### config.mk
export PLATFORM = sky130hd
export DESIGN_NAME = resource_table_sequencer
export DESIGN_NICKNAME = d
export VERILOG_FILES = /design/src/rtl/resource_table_sequencer.sv
export SDC_FILE = /design/constraint.sdc
export NUM_CORES = 1
export LEC_CHECK = 0
export ABC_AREA = 1
export CORE_UTILIZATION = 25
export CTS_CLUSTER_DIAMETER = 50
export DETAILED_ROUTE_END_ITERATION = 12
export DONT_BUFFER_PORTS = 1
export SETUP_SLACK_MARGIN = 0.3
export SLEW_MARGIN = 20
export SYNTH_ARGS = -nofsm -noshare
export SYNTH_HDL_FRONTEND = slang
export SYNTH_SLANG_ARGS = --single-unit
### constraint.sdc
create_clock -name clk -period 4.9 [get_ports clk]
set_clock_uncertainty 0.2 [all_clocks]
set_input_delay 1.225 -clock clk [delete_from_list [all_inputs] [get_ports clk]]
set_output_delay 1.225 -clock clk [all_outputs]
set_load 0.05 [all_outputs]
### src/rtl/resource_table_sequencer.sv
// Front-end sequencer for resource_table: buffers alloc/dealloc requests,
// round-robins between them and runs one table operation at a time to completion.
module resource_table_sequencer #(
    parameter int CU_ID_WIDTH        = 1,
    parameter int NUMBER_CU          = 2,
    parameter int WG_SLOT_ID_WIDTH   = 4,
    parameter int RES_ID_WIDTH       = 4,
    parameter int NUMBER_RES_SLOTS   = 16,
    parameter int DEALLOC_FIFO_DEPTH = 4,
    parameter int DEALLOC_PTR_WIDTH  = 2
) (
    input  logic                        clk,
    input  logic                        rst,
    input  logic                        alloc_req_valid,
    output logic                        alloc_req_ready,
    input  logic [CU_ID_WIDTH-1:0]      alloc_req_cu_id,
    input  logic [WG_SLOT_ID_WIDTH-1:0] alloc_req_wg_slot_id,
    input  logic [RES_ID_WIDTH-1:0]     alloc_req_res_start,
    input  logic [RES_ID_WIDTH:0]       alloc_req_res_size,
    input  logic                        dealloc_req_valid,
    output logic                        dealloc_req_ready,
    input  logic [CU_ID_WIDTH-1:0]      dealloc_req_cu_id,
    input  logic [WG_SLOT_ID_WIDTH-1:0] dealloc_req_wg_slot_id,
    output logic                        alloc_res_en,
    output logic                        dealloc_res_en,
    output logic [CU_ID_WIDTH-1:0]      alloc_cu_id,
    output logic [WG_SLOT_ID_WIDTH-1:0] alloc_wg_slot_id,
    output logic [RES_ID_WIDTH-1:0]     alloc_res_start,
    output logic [RES_ID_WIDTH:0]       alloc_res_size,
    output logic [CU_ID_WIDTH-1:0]      dealloc_cu_id,
    output logic [WG_SLOT_ID_WIDTH-1:0] dealloc_wg_slot_id,
    input  logic                        res_table_done,
    input  logic [RES_ID_WIDTH:0]       cam_biggest_space_size,
    input  logic [RES_ID_WIDTH-1:0]     cam_biggest_space_addr,
    output logic                        cmpl_valid,
    output logic                        cmpl_is_alloc,
    output logic [CU_ID_WIDTH-1:0]      cmpl_cu_id,
    output logic [WG_SLOT_ID_WIDTH-1:0] cmpl_wg_slot_id,
    output logic [RES_ID_WIDTH:0]       cmpl_space_size,
    output logic [RES_ID_WIDTH-1:0]     cmpl_space_addr,
    output logic                        busy,
    output logic                        err_spurious_done,
    output logic                        err_bad_size
);

    localparam logic [1:0] ST_IDLE  = 2'd0;
    localparam logic [1:0] ST_ISSUE = 2'd1;
    localparam logic [1:0] ST_WAIT  = 2'd2;
    localparam logic [1:0] ST_CMPL  = 2'd3;

    localparam logic [RES_ID_WIDTH+1:0]    SLOT_LIMIT = (RES_ID_WIDTH+2)'(NUMBER_RES_SLOTS);
    localparam logic [DEALLOC_PTR_WIDTH:0] FIFO_FULL  = (DEALLOC_PTR_WIDTH+1)'(DEALLOC_FIFO_DEPTH);

    if (NUMBER_CU > (1 << CU_ID_WIDTH) || DEALLOC_FIFO_DEPTH != (1 << DEALLOC_PTR_WIDTH)) begin : g_cfg_check
        $error("resource_table_sequencer: inconsistent CU or FIFO sizing parameters");
    end

    logic [1:0]                  state;
    logic                        up;
    logic                        rr_last_alloc;
    logic                        op_is_alloc;

    logic                        a_full;
    logic [CU_ID_WIDTH-1:0]      a_cu;
    logic [WG_SLOT_ID_WIDTH-1:0] a_wg;
    logic [RES_ID_WIDTH-1:0]     a_start;
    logic [RES_ID_WIDTH:0]       a_size;

    logic [CU_ID_WIDTH-1:0]      f_cu [DEALLOC_FIFO_DEPTH];
    logic [WG_SLOT_ID_WIDTH-1:0] f_wg [DEALLOC_FIFO_DEPTH];
    logic [DEALLOC_PTR_WIDTH-1:0] wr_ptr, rd_ptr;
    logic [DEALLOC_PTR_WIDTH:0]   count;

    logic                    alloc_acc, alloc_bad, dealloc_push, dealloc_pop, dealloc_pend;
    logic                    start_op, pick_alloc;
    logic [RES_ID_WIDTH+1:0] res_sum;

    always_comb begin
        alloc_req_ready   = up & ~a_full;
        dealloc_req_ready = up & (count != FIFO_FULL);
        alloc_acc         = alloc_req_valid & alloc_req_ready;
        dealloc_push      = dealloc_req_valid & dealloc_req_ready;
        res_sum           = {2'b00, alloc_req_res_start} + {1'b0, alloc_req_res_size};
        alloc_bad         = (alloc_req_res_size == '0) || (res_sum > SLOT_LIMIT);
        dealloc_pend      = (count != '0);
        // With both pending, the type not served last time wins.
        pick_alloc        = a_full & (~dealloc_pend | ~rr_last_alloc);
        start_op          = (state == ST_IDLE) & (a_full | dealloc_pend);
        dealloc_pop       = start_op & ~pick_alloc;
        alloc_res_en      = (state == ST_ISSUE) & op_is_alloc;
        dealloc_res_en    = (state == ST_ISSUE) & ~op_is_alloc;
        cmpl_valid        = (state == ST_CMPL);
        busy              = (state != ST_IDLE) | a_full | dealloc_pend;
    end

    always_ff @(posedge clk) begin
        if (dealloc_push) begin
            f_cu[wr_ptr] <= dealloc_req_cu_id;
            f_wg[wr_ptr] <= dealloc_req_wg_slot_id;
        end
    end

    always_ff @(posedge clk) begin
        if (rst) begin
            state <= ST_IDLE;
            up <= 1'b0;
            rr_last_alloc <= 1'b1;
            op_is_alloc <= 1'b0;
            a_full <= 1'b0;
            a_cu <= '0;
            a_wg <= '0;
            a_start <= '0;
            a_size <= '0;
            wr_ptr <= '0;
            rd_ptr <= '0;
            count <= '0;
            alloc_cu_id <= '0;
            alloc_wg_slot_id <= '0;
            alloc_res_start <= '0;
            alloc_res_size <= '0;
            dealloc_cu_id <= '0;
            dealloc_wg_slot_id <= '0;
            cmpl_is_alloc <= 1'b0;
            cmpl_cu_id <= '0;
            cmpl_wg_slot_id <= '0;
            cmpl_space_size <= '0;
            cmpl_space_addr <= '0;
            err_spurious_done <= 1'b0;
            err_bad_size <= 1'b0;
        end else begin
            up <= 1'b1;
            if (alloc_acc && alloc_bad) err_bad_size <= 1'b1;
            if (res_table_done && state != ST_WAIT) err_spurious_done <= 1'b1;

            if (start_op && pick_alloc) begin
                a_full <= 1'b0;
            end else if (alloc_acc && !alloc_bad) begin
                a_full <= 1'b1;
                a_cu <= alloc_req_cu_id;
                a_wg <= alloc_req_wg_slot_id;
                a_start <= alloc_req_res_start;
                a_size <= alloc_req_res_size;
            end

            if (dealloc_push) wr_ptr <= wr_ptr + DEALLOC_PTR_WIDTH'(1);
            if (dealloc_pop) rd_ptr <= rd_ptr + DEALLOC_PTR_WIDTH'(1);
            if (dealloc_push && !dealloc_pop) count <= count + (DEALLOC_PTR_WIDTH+1)'(1);
            else if (!dealloc_push && dealloc_pop) count <= count - (DEALLOC_PTR_WIDTH+1)'(1);

            case (state)
                ST_IDLE: begin
                    if (start_op) begin
                        op_is_alloc <= pick_alloc;
                        rr_last_alloc <= pick_alloc;
                        if (pick_alloc) begin
                            alloc_cu_id <= a_cu;
                            alloc_wg_slot_id <= a_wg;
                            alloc_res_start <= a_start;
                            alloc_res_size <= a_size;
                        end else begin
                            dealloc_cu_id <= f_cu[rd_ptr];
                            dealloc_wg_slot_id <= f_wg[rd_ptr];
                        end
                        state <= ST_ISSUE;
                    end
                end
                ST_ISSUE: state <= ST_WAIT;
                ST_WAIT: begin
                    if (res_table_done) begin
                        cmpl_is_alloc <= op_is_alloc;
                        cmpl_cu_id <= op_is_alloc ? alloc_cu_id : dealloc_cu_id;
                        cmpl_wg_slot_id <= op_is_alloc ? alloc_wg_slot_id : dealloc_wg_slot_id;
                        cmpl_space_size <= cam_biggest_space_size;
                        cmpl_space_addr <= cam_biggest_space_addr;
                        state <= ST_CMPL;
                    end
                end
                default: state <= ST_IDLE;
            endcase
        end
    end

endmodule

==> flow_metrics.tcl <==
set metrics [dict create \
    status "complete, no violations" \
    mappedNetlistArea_sq_um 3770 \
    max_stage_delay_ns 0.66 \
    critical_path.endpoint_type "output pin" \
    post_cts_buffers 0 \
    cell_leakage_power_nw 1.74 \
    first_global_vias 2699 \
    floorplan.die_area_sq_um 15600 \
    tritoncts "built" \
    routed-wl-met2_um 3730 \
    grt_first_pass_wirelength_um 13600 \
    rsz0062_at_grt "false" \
    number_of_vias_after_detailed_routing 2855 \
    antennaDiodeCount 0 \
    drt.antenna.violating_nets 0 \
    synth.yosys.seq_area_share 0.494 \
    avg_inst_size_synth_sq_um 8.03 \
    root_buffer_cell "clkbuf_16" \
    detail_route.wirelength.met1_um 3860 \
    critical_path_arrival_ns 1.67 \
    core_region_area_sq_um 14600 \
    powerDensity_nw_per_um2 535 \
    drt-initial-drc-count 206 \
    htreeDepth 3 \
    largest_net_degree_at_the_start_of_global_routing 38 \
    drt_pre_antenna_iters 5 \
    finalSetupViolations 0 \
    crit_fanout 4 \
    clkTransAtPathRegs_ns 0.06 \
    cts_buffers 9 \
    reg2reg_slack_ns 2.36 \
    syn_nets 518 \
    path_common_cell "inv_1" \
    drv.max_cap_violation_count 0 \
    slew_violations 0 \
    dr_wl_met3_um 630 \
    synthToLayoutAreaGrowth_pct 12.2 \
    fmax_ghz 0.323 \
    die-height_um 125 \
    vdd.ir_drop.worst_uv 178 \
    path_class_of_the_lowest_slack_min_delay_path "reg -> reg" \
    worst-setup-path-type "reg -> out" \
    drt_drc_violations_left 0 \
    critPathBufInv 2 \
    io_pins 75 \
    clockBufferDepth 2 \
    yosys_register_bits 83 \
    worst-endpoint-required_ns 3.47 \
    initial_antenna_violation_count 1 \
    post_synthesis_cell_count 469 \
    gp_routability_congestion 0.860 \
    critPathSlowestCell "nor2_1" \
    cts_resized 0 \
    ys.warnings.count 0 \
    route.detailed.wl_per_inst_um 12.9 \
    filler_cell_count 1550 \
    cp_cell_sequence "inv_1 -> ha_1 -> inv_1 -> nor2_1" \
    final_util 0.290 \
    timing_worst_slew_pin_value_ns 0.964 \
    total_negative_setup_slacks_ns 0 \
    final.period_utilization 0.632 \
    overall_track_demand_over_capacity_in_global_routing 0.113 \
    route.final.wire_length_um 8440 \
    cp_top_family "simple AND/OR/NAND/NOR gates" \
    start_util 0.258 \
    floorplan.rows 44 \
    synth_cell_types 31 \
    port_buffers 0 \
    total_power_mw 2.26 \
    drive_above_1_share 0.113 \
    maxSlewHeadroom 0.355 \
    final_period_minus_worst_setup_slack_ns 3.09 \
    clk_latency_ns 0.34 \
    cts.sink_count 83 \
    finalHoldViolCount 0 \
    nNetsFinal 512 \
    top_signal_layer_used "met5" \
    timing.critical_path.from_type "flip-flop" \
    detailed_place_hpwl_um 6250 \
    die_width_um 125 \
    fin_worst_hold_slack_ns 0.282 \
    globalRoute.totalOverflow 0 \
    post_drt_via_cell_ratio 4.38 \
    cts.hold.buffers_added 0 \
]
## layout by cell type (no fill, tap or decap), drive strengths merged, types with 2 or more instances in the layout
cell type | synthesis | final
clkinv | 2 | 5
clkbuf | 12 | 9
nand2 | 61 | 61
nand3 | 16 | 16
edfxtp | 20 | 20
o21ai | 53 | 53
inv | 86 | 86
nor2 | 68 | 68
clkinvlp | 0 | 3
a21oi | 39 | 39
fa | 2 | 2
o211ai | 5 | 5
buf | 8 | 3
ha | 14 | 14
dfxtp | 63 | 63
nand4 | 15 | 15
## synth_stat cells (all sizes together)
master | number | area, sq um
clkinv | 2 | 7.51
inv | 86 | 323
o31ai | 1 | 7.51
dfxtp | 63 | 1260
clkbuf | 12 | 46.3
nand4 | 15 | 93.8
ha | 14 | 175
a31oi | 1 | 6.26
and3 | 1 | 6.26
or2 | 1 | 6.26
buf | 8 | 42.5
nand3 | 16 | 97.6
nor3 | 1 | 5.00
o211ai | 5 | 37.5
nand2 | 61 | 262
o21ai | 53 | 265
fa | 2 | 40.0
edfxtp | 20 | 601
nor2 | 68 | 288
a21oi | 39 | 195
## final cells by class
cell class	count	area [sq um]	share of cell area
Clock buffer	9	225	0.0533
Sequential cell	83	1860	0.441
Inverter	88	330	0.0782
Timing Repair Buffer	3	22.5	0.00533
Tap cell	184	230	0.0545
Clock inverter	7	68.8	0.0163
Multi-Input combinational cell	278	1490	0.352
## sequential cells by signal (all words and copies together), names as in the netlist, 2 cells and up
| name | cells |
|---|---|
| a_size | 5 |
| cmpl_wg_slot_id | 4 |
| cmpl_space_addr | 4 |
| state | 2 |
| a_wg | 4 |
| count | 3 |
| dealloc_wg_slot_id | 4 |
| wr_ptr | 2 |
| alloc_res_start | 4 |
| alloc_res_size | 5 |
| f_wg | 16 |
| cmpl_space_size | 5 |
| a_start | 4 |
| f_cu | 4 |
| alloc_wg_slot_id | 4 |
| rd_ptr | 2 |
## kinds of logic (layout without fill, tap and decap cells)
| kind of cell | Yosys count | in the layout | synth area share |
|---|---|---|---|
| adder cells (fa/ha/maj) | 16 | 16 | 0.0571 |
| buffers and inverters | 108 | 107 | 0.111 |
| flip-flops | 83 | 83 | 0.494 |
| AND/OR/NAND/NOR | 163 | 163 | 0.201 |
| AO/OA/AOI/OAI | 99 | 99 | 0.136 |
## worst register-to-register path, delay by kind of cell, from the launching register on
| kind | cells | cell delay (ns) |
|---|---|---|
| and+or+nand+nor | 4 | 0.42 |
| buffers and inverters | 4 | 0.50 |
| AOI/OAI and AO/OA | 3 | 0.42 |
| adders and majority gates | 2 | 0.52 |
| DFF | 1 | 0.40 |
## through the flow
step,instance area (sq um),setup WS [ns],instances
after floorplan,3770,1.84,469
after CTS,4220,1.80,652
after detailed placement,3930,1.60,636
final,4220,1.81,652
after global routing,4220,1.73,652
after global placement,3930,1.68,636
## path summary, 6_finish.rpt
kind	startpoint	to	cells past startpoint
worst max-delay path	state[1]	dealloc_res_en	4
worst max register to register	count[1]	count[2]	13
worst min-delay path	rr_last_alloc	rr_last_alloc	2
worst min register to register	rr_last_alloc	rr_last_alloc	2
## power by group
| group | switching, mW | internal [mW] |
|---|---|---|
| clock network | 0.277 | 0.392 |
| logic | 0.344 | 0.160 |
| registers | 0.281 | 0.805 |
## per-layer routing
metal | vias to the layer above | global-route usage
met3 | 15 | 0.0382
met5 | - | 0
met4 | 2 | 0.0638
met2 | 80 | 0.171
met1 | 1277 | 0.139
li1 | 1481 | -
Power figures use the tool's default switching activity.
